--- src/rtl/hazard_stall_unit.sv ---
// Stall/flush controller for the 5-stage pipeline.
// Covers the hazards that bypassing cannot resolve:
// - a load-use bubble,
// - a younger-instruction flush on a branch taken in MEM,
// - a pipeline freeze through the data-memory request/ack handshake,
//   with a timeout error and saturating perf counters.
module hazard_stall_unit #(
  parameter int CNT_W       = 32,
  parameter int MEM_TIMEOUT = 16,
  parameter int TO_W        = 5
) (
  input  logic             clk,
  input  logic             reset,
  input  logic [31:0]      instr_reg,
  input  logic [31:0]      instr_reg_ex,
  input  logic [31:0]      instr_reg_mem,
  input  logic             RegWrite_exe,
  input  logic             branch_taken_mem,
  input  logic             dmem_ack,
  input  logic             clr_counters,
  output logic             dmem_req,
  output logic             pipe_freeze,
  output logic             pc_we,
  output logic             ifid_we,
  output logic             ifid_flush,
  output logic             idex_bubble,
  output logic             exmem_bubble,
  output logic             memwb_bubble,
  output logic             mem_timeout_err,
  output logic [CNT_W-1:0] stall_cycles,
  output logic [CNT_W-1:0] bubble_count
);

  typedef enum logic [1:0] {RUN, MEM_WAIT, ERR} state_e;

  // Last wait count value before the freeze total reaches MEM_TIMEOUT.
  localparam logic [TO_W-1:0]  LAST_WAIT = TO_W'(MEM_TIMEOUT - 1);
  localparam logic [CNT_W-1:0] CNT_MAX   = '1;

  state_e           state_q, state_d;
  logic [TO_W-1:0]  wait_cnt_q, wait_cnt_d;
  logic             err_q, err_d;
  logic [CNT_W-1:0] stall_q, stall_d;
  logic [CNT_W-1:0] bubble_q, bubble_d;

  // ---------------------------------------------------------------------------
  // Instruction decode
  // ---------------------------------------------------------------------------
  function automatic logic is_ldur(input logic [31:0] i);
    return i[31:21] == 11'b11111000010;
  endfunction

  function automatic logic is_stur(input logic [31:0] i);
    return i[31:21] == 11'b11111000000;
  endfunction

  function automatic logic is_rtype(input logic [31:0] i);
    return (i[31:21] == 11'b10001011000) || (i[31:21] == 11'b10101011000) ||
           (i[31:21] == 11'b11001011000) || (i[31:21] == 11'b11101011000) ||
           (i[31:21] == 11'b10001010000) || (i[31:21] == 11'b11001010000);
  endfunction

  logic       rf_is_br, rf_is_cbz, rf_is_b, rf_is_bl;
  logic       uses_rn, uses_rm, uses_rt;
  logic [4:0] rd_ex;
  logic       load_use, mem_op, freeze;

  assign rf_is_br  = instr_reg[31:21] == 11'b11010110000;
  assign rf_is_cbz = instr_reg[31:24] == 8'b10110100;
  assign rf_is_b   = instr_reg[31:26] == 6'b000101;
  assign rf_is_bl  = instr_reg[31:26] == 6'b100101;

  // Source fields actually read by the RF-stage instruction.
  assign uses_rn = !(rf_is_b || rf_is_bl || rf_is_cbz);
  assign uses_rm = is_rtype(instr_reg);
  assign uses_rt = is_stur(instr_reg) || rf_is_cbz || rf_is_br;

  assign rd_ex = instr_reg_ex[4:0];

  // X31 is the zero register, so a load into it never creates a dependency.
  assign load_use = is_ldur(instr_reg_ex) && RegWrite_exe && (rd_ex != 5'd31) &&
                    ((uses_rn && (instr_reg[9:5]   == rd_ex)) ||
                     (uses_rm && (instr_reg[20:16] == rd_ex)) ||
                     (uses_rt && (instr_reg[4:0]   == rd_ex)));

  assign mem_op = is_ldur(instr_reg_mem) || is_stur(instr_reg_mem);

  // ---------------------------------------------------------------------------
  // Next-state and Mealy outputs: memory freeze first, then branch, then load-use
  // ---------------------------------------------------------------------------
  always_comb begin
    // NOTE: every signal gets a default before any branch so no path leaves one unassigned (no latches).
    state_d      = state_q;
    wait_cnt_d   = wait_cnt_q;
    err_d        = err_q;
    freeze       = 1'b0;
    dmem_req     = 1'b0;
    pipe_freeze  = 1'b0;
    pc_we        = 1'b1;
    ifid_we      = 1'b1;
    ifid_flush   = 1'b0;
    idex_bubble  = 1'b0;
    exmem_bubble = 1'b0;
    memwb_bubble = 1'b0;

    case (state_q)
      RUN: begin
        dmem_req = mem_op;
        if (mem_op && !dmem_ack) begin
          freeze = 1'b1;
          if (MEM_TIMEOUT <= 1) begin
            state_d = ERR;
            err_d   = 1'b1;
          end else begin
            state_d    = MEM_WAIT;
            wait_cnt_d = TO_W'(1);
          end
        end
      end
      MEM_WAIT: begin
        dmem_req = 1'b1;
        if (dmem_ack) begin
          state_d    = RUN;
          wait_cnt_d = '0;
        end else begin
          freeze = 1'b1;
          if (wait_cnt_q >= LAST_WAIT) begin
            state_d    = ERR;
            err_d      = 1'b1;
            wait_cnt_d = '0;
          end else begin
            wait_cnt_d = wait_cnt_q + TO_W'(1);
          end
        end
      end
      ERR: begin
        freeze = 1'b1;
      end
      default: begin
        state_d = RUN;
      end
    endcase

    if (freeze) begin
      pipe_freeze  = 1'b1;
      pc_we        = 1'b0;
      ifid_we      = 1'b0;
      memwb_bubble = 1'b1;
    end else if (branch_taken_mem) begin
      ifid_flush   = 1'b1;
      idex_bubble  = 1'b1;
      exmem_bubble = 1'b1;
    end else if (load_use) begin
      pc_we       = 1'b0;
      ifid_we     = 1'b0;
      idex_bubble = 1'b1;
    end
  end

  // Saturating perf counters; a clear request beats the increment.
  always_comb begin
    stall_d  = stall_q;
    bubble_d = bubble_q;
    if (clr_counters) begin
      stall_d  = '0;
      bubble_d = '0;
    end else begin
      if (!pc_we && (stall_q != CNT_MAX))       stall_d  = stall_q + CNT_W'(1);
      if (idex_bubble && (bubble_q != CNT_MAX)) bubble_d = bubble_q + CNT_W'(1);
    end
  end

  // State, wait counter, sticky error and counters with synchronous reset.
  always_ff @(posedge clk) begin
    // NOTE: registered state uses non-blocking assignments so all flops update together at the edge.
    if (reset) begin
      state_q    <= RUN;
      wait_cnt_q <= '0;
      err_q      <= 1'b0;
      stall_q    <= '0;
      bubble_q   <= '0;
    end else begin
      state_q    <= state_d;
      wait_cnt_q <= wait_cnt_d;
      err_q      <= err_d;
      stall_q    <= stall_d;
      bubble_q   <= bubble_d;
    end
  end

  assign mem_timeout_err = err_q;
  assign stall_cycles    = stall_q;
  assign bubble_count    = bubble_q;

endmodule

--- config.mk ---
export PLATFORM = sky130hd
export DESIGN_NAME = hazard_stall_unit
export DESIGN_NICKNAME = d
export VERILOG_FILES = /design/src/rtl/hazard_stall_unit.sv
export SDC_FILE = /design/constraint.sdc
export NUM_CORES = 1
export LEC_CHECK = 0
export ABC_AREA = 1
export BUFFER_PORTS_ARGS = -buffer_cell sky130_fd_sc_hd__buf_4
export CAP_MARGIN = 20
export CORE_ASPECT_RATIO = 1.4
export CORE_MARGIN = 2
export CORE_UTILIZATION = 46
export CTS_BUF_LIST = sky130_fd_sc_hd__clkbuf_8 sky130_fd_sc_hd__clkbuf_16
export CTS_CLUSTER_DIAMETER = 40
export CTS_CLUSTER_SIZE = 40
export DETAILED_ROUTE_END_ITERATION = 10
export PLACE_DENSITY_LB_ADDON = 0.08
export SYNTH_ARGS = -nofsm -noshare
export SYNTH_HDL_FRONTEND = slang
export SYNTH_SLANG_ARGS = --single-unit
export TNS_END_PERCENT = 5
--- constraint.sdc ---
create_clock -name clk -period 2.1 [get_ports clk]
set_clock_uncertainty 0.15 [all_clocks]
set_input_delay 0.315 -clock clk [delete_from_list [all_inputs] [get_ports clk]]
set_output_delay 0.315 -clock clk [all_outputs]
set_load 0.02 [all_outputs]
==> impl_summary.txt <==
----------------------------------------------------
[STA]
  Clock period minus final worst setup slack ... slightly above 2000 ps
  Max-slew violation count ... 0
  Worst slew margin ... 0.632
  Final count of negative-setup-slack endpoints ... 0
  Slew at the pin with the worst max-slew slack ... 547 ps
  Hold Violations, Final ... 0
  Final Cycle Share ... 0.982
  Sum of negative setup slack ... 0 ps
  Highest Clock Rate ... 485 MHz
  Unrepaired setup endpoints after global routing ... yes

[Synth]
  Cells after synthesis ... between 700 and 800
  Share of synthesized area occupied by flip-flops and latches ... 0.291
  Post-synthesis instance area ... just under 5000 sq um
  Dominant cells by area after synthesis ... dfxtp_1 (29%), nand2_1 (16%), nand3_1 (9.3%), a21oi_1 (7.1%), xor2_1 (6.9%)
  Mean area per synthesized cell ... 6.31 sq um
  Biggest area consumer among synthesized cells ... dfxtp_1
  Share of flip-flops with an asynchronous set or reset after synthesis ... 0
  Syn. warnings ... 0
  Number of register bits inferred by synthesis ... 72
  Synth Flop Type ... dfxtp_1
  Mapped Nets ... 890
  Share of the synthesized area in the top cell type ... 0.291
  Count of unique library cells instantiated by Yosys ... 31
  Number of enable flip-flop cells after synthesis ... 0

[Pwr]
  Overall Power ... 3.18 mW
  Peak ir drop on the vdd network ... 0.397 mV
  Leakage power of the design ... 3.03 nW
  Power density over the cells ... between 400 and 500 nW/um^2

[Clock network]
  Number of clock buffers inserted by TritonCTS ... 9
  TritonCTS clock tree ... built
  Number of levels in the clock H-tree ... 3
  Maximum root-to-sink buffer count ... 2
  Clock sink total ... 72
  Clock latency on the worst-skew pair ... 340 ps
  CTS Root Cell ... clkbuf_16
  Clock transition at path regs ... 60 ps

[GRT]
  Total global routing overflow ... 0
  Antenna violations before repair ... 0
  Overall routing resource usage ... 0.279
  Wire length of the first global-routing pass ... 26,500 um
  Largest net degree at the start of global routing ... 47
  Via count of the first global-routing pass ... about 5,600

[Worst setup path]
  Depth of the critical timing path with buffers and inverters included ... 12
  Capturing instance or port of the critical path ... bubble_count[17]
  Worst path most repeated cell ... inv_2
  Reg-to-reg slack, setup ... 40 ps
  Cell chain of the critical path ... ha_4 -> inv_2 -> nor3_4 -> inv_2 -> nor2_4 -> nand4_1 -> nor2_2 -> nand3_4 -> buf_12 -> clkbuf_16 -> nand3_1 -> a21oi_1
  Worst reg2reg path endpoint ... bubble_count[17]
  Crit Path Category ... flip-flop to flip-flop
  Depth of the worst register-to-register path ... 12
  Reg-to-reg startpoint ... bubble_count[0]
  Worst Setup End Kind ... flip-flop
  Critical path buffer and inverter count ... 4
  Start point of the critical path ... bubble_count[0]
  Critical path startpoint category ... flip-flop
  Crit path max fanout ... 8
  Delay of the slowest critical-path stage ... 350 ps
  Worst EP required ... ~2200 ps
  Top Family by Delay on Critical Path ... simple AND/OR/NAND/NOR gates
  Arrival time of data at the critical path endpoint ... around 2100 ps
  Worst path slowest cell ... dfxtp_2

[Routing]
  DRC Markers ... 0
  Routed WL ... 17,000 um
  Via-per-instance ratio ... around 5.3
  Average wire per cell in the routed design ... 15.2 um
  First DRT Iteration DRCs ... between 300 and 400
  Detailed-routing iteration count for the pre-antenna-repair pass ... 7
  Total via count in the routed design ... 5,960
  Number of nets with antenna violations after routing ... 0

[Outcome]
  Status ... complete, no violations

[Worst hold path]
  Class of the worst hold path ... primary input to flip-flop

[Floorplanning]
  Die Width ... around 92 um
  Total Die Area ... 11,600 sq um
  Die height ... 127 um
  Placement Rows ... 44
  Initial cell density of the core ... 0.475
  Io pins ... roughly 180
  Core region area ... around 10,000 sq um

[Flow run]
  Number of maximum-capacitance constraint violations ... 0

[Finish]
  Number of antenna repair diodes ... 0
  Ratio of cells with drive above 1 in the final layout ... 0.287
  Area growth from synthesis to final layout ... 44.4%
  Final Net Count ... 1,078

[Placement]
  IO buf count ... 130
  Half-perimeter wire length after placement ... approximately 13,000 um
  Final weighted congestion in routability-driven placement ... 0.952

----------------------------------------------------
## stage by stage
step | util | hold WS (ps) | area [sq um] | worst slack, ps | std cells
after global placement | 0.623 | 293 | 6480 | 55.4 | 1089
after floorplan | - | 234 | 4950 | -89.9 | 784
after global routing | 0.687 | 24.4 | 7140 | -56.3 | 1115
after CTS | 0.654 | 10.6 | 6810 | 0.0580 | 1106
after detailed placement | 0.623 | 294 | 6480 | -15.8 | 1089
final | 0.687 | 18.9 | 7140 | 37.0 | 1115
## cell families (layout without fill, tap and decap cells)
logic type                 count (synthesis)  after routing  share of synthesized area
AOI/OAI and AO/OA                         77             77                     0.0789
xor gates and xnor gates                  59             59                      0.104
adders and majority gates                  4              4                     0.0101
buffers and inverters                    101            292                     0.0865
DFF                                       72             72                      0.291
and+or+nand+nor                          471            473                      0.429
## state kept, by name, summed over array words and instances (netlist names)
| signal | flops |
|---|---|
| state_q | 2 |
| stall_cycles | 32 |
| bubble_count | 32 |
| wait_cnt_q | 5 |
| mem_timeout_err | 1 |
## what timing repair did
| action | CTS | global route |
|---|---|---|
| gates cloned | 0 | 5 |
| hold buffers | 0 | 0 |
| setup buffers | 1 | 4 |
| gates resized for setup | 5 | 50 |
| pin swaps | 1 | 11 |
| setup endpoints to repair | 5 | 68 |
## worst min path at each step
stage,start,to,slack (ps),cells after the start
after global placement,mem_timeout_err,mem_timeout_err,290,2
after floorplan,reset,mem_timeout_err,230,1
after detailed placement,mem_timeout_err,mem_timeout_err,290,2
after global routing,reset,state_q[1],20,2
final,reset,mem_timeout_err,20,2
after CTS,reset,state_q[0],10,2
## cells in the mapped netlist (3+ instances only)
library cell  instances
nor3_1               29
inv_1                70
nand3_1              92
nand4_1              23
dfxtp_1              72
nand3b_1              7
clkbuf_1             14
buf_6                 3
xor2_1               39
buf_2                 3
nand2_2               3
nand2_1             215
nor4_1               10
ha_1                  4
o21ai_0               5
a21oi_1              70
inv_2                 3
xnor2_1              20
nor3b_1               3
nor2_1               79
buf_4                 6
## routing by layer
metal | up-vias | routed length (um) | track usage
li1 | 2954 | - | -
met4 | 0 | 740 | 0.127
met5 | - | 0 | 0
met3 | 57 | 851 | 0.0344
met1 | 2737 | 6360 | 0.306
met2 | 212 | 9030 | 0.528
## power breakdown
group,switching [mW],internal (mW),total (mW)
clock network,0.625,0.919,1.54
registers,0.00131,1.37,1.37
logic,0.137,0.127,0.264
total,0.764,2.41,3.18
## layout make-up
type,count,area (sq um)
well taps,138,173
clock inverters,7,70.1
multi-input cells,613,3290
flip-flops and latches,72,1450
repair buffers,203,1660
clock buffers,9,225
fillers,916,3260
inverters,73,274
## layout by cell type, fill, tap and decap left out, types with 4 or more instances in the layout
cell type and instances:
clkbuf_16 12, nor2_1 74, dfxtp_1 66, nor3_1 26, nor4_2 4, dfxtp_2 6, inv_1 66, nor4_1 6
nand2_2 10, inv_2 7, a21oi_1 66, xnor2_1 20, nand3_2 7, nand4_1 23, nand2_1 207, buf_12 7
buf_4 193, nand3b_1 7, nor2_2 5, xor2_1 39, nand3_1 85, o21ai_0 5, nor3_2 4
Note: power is estimated with default switching activity, not from simulation.
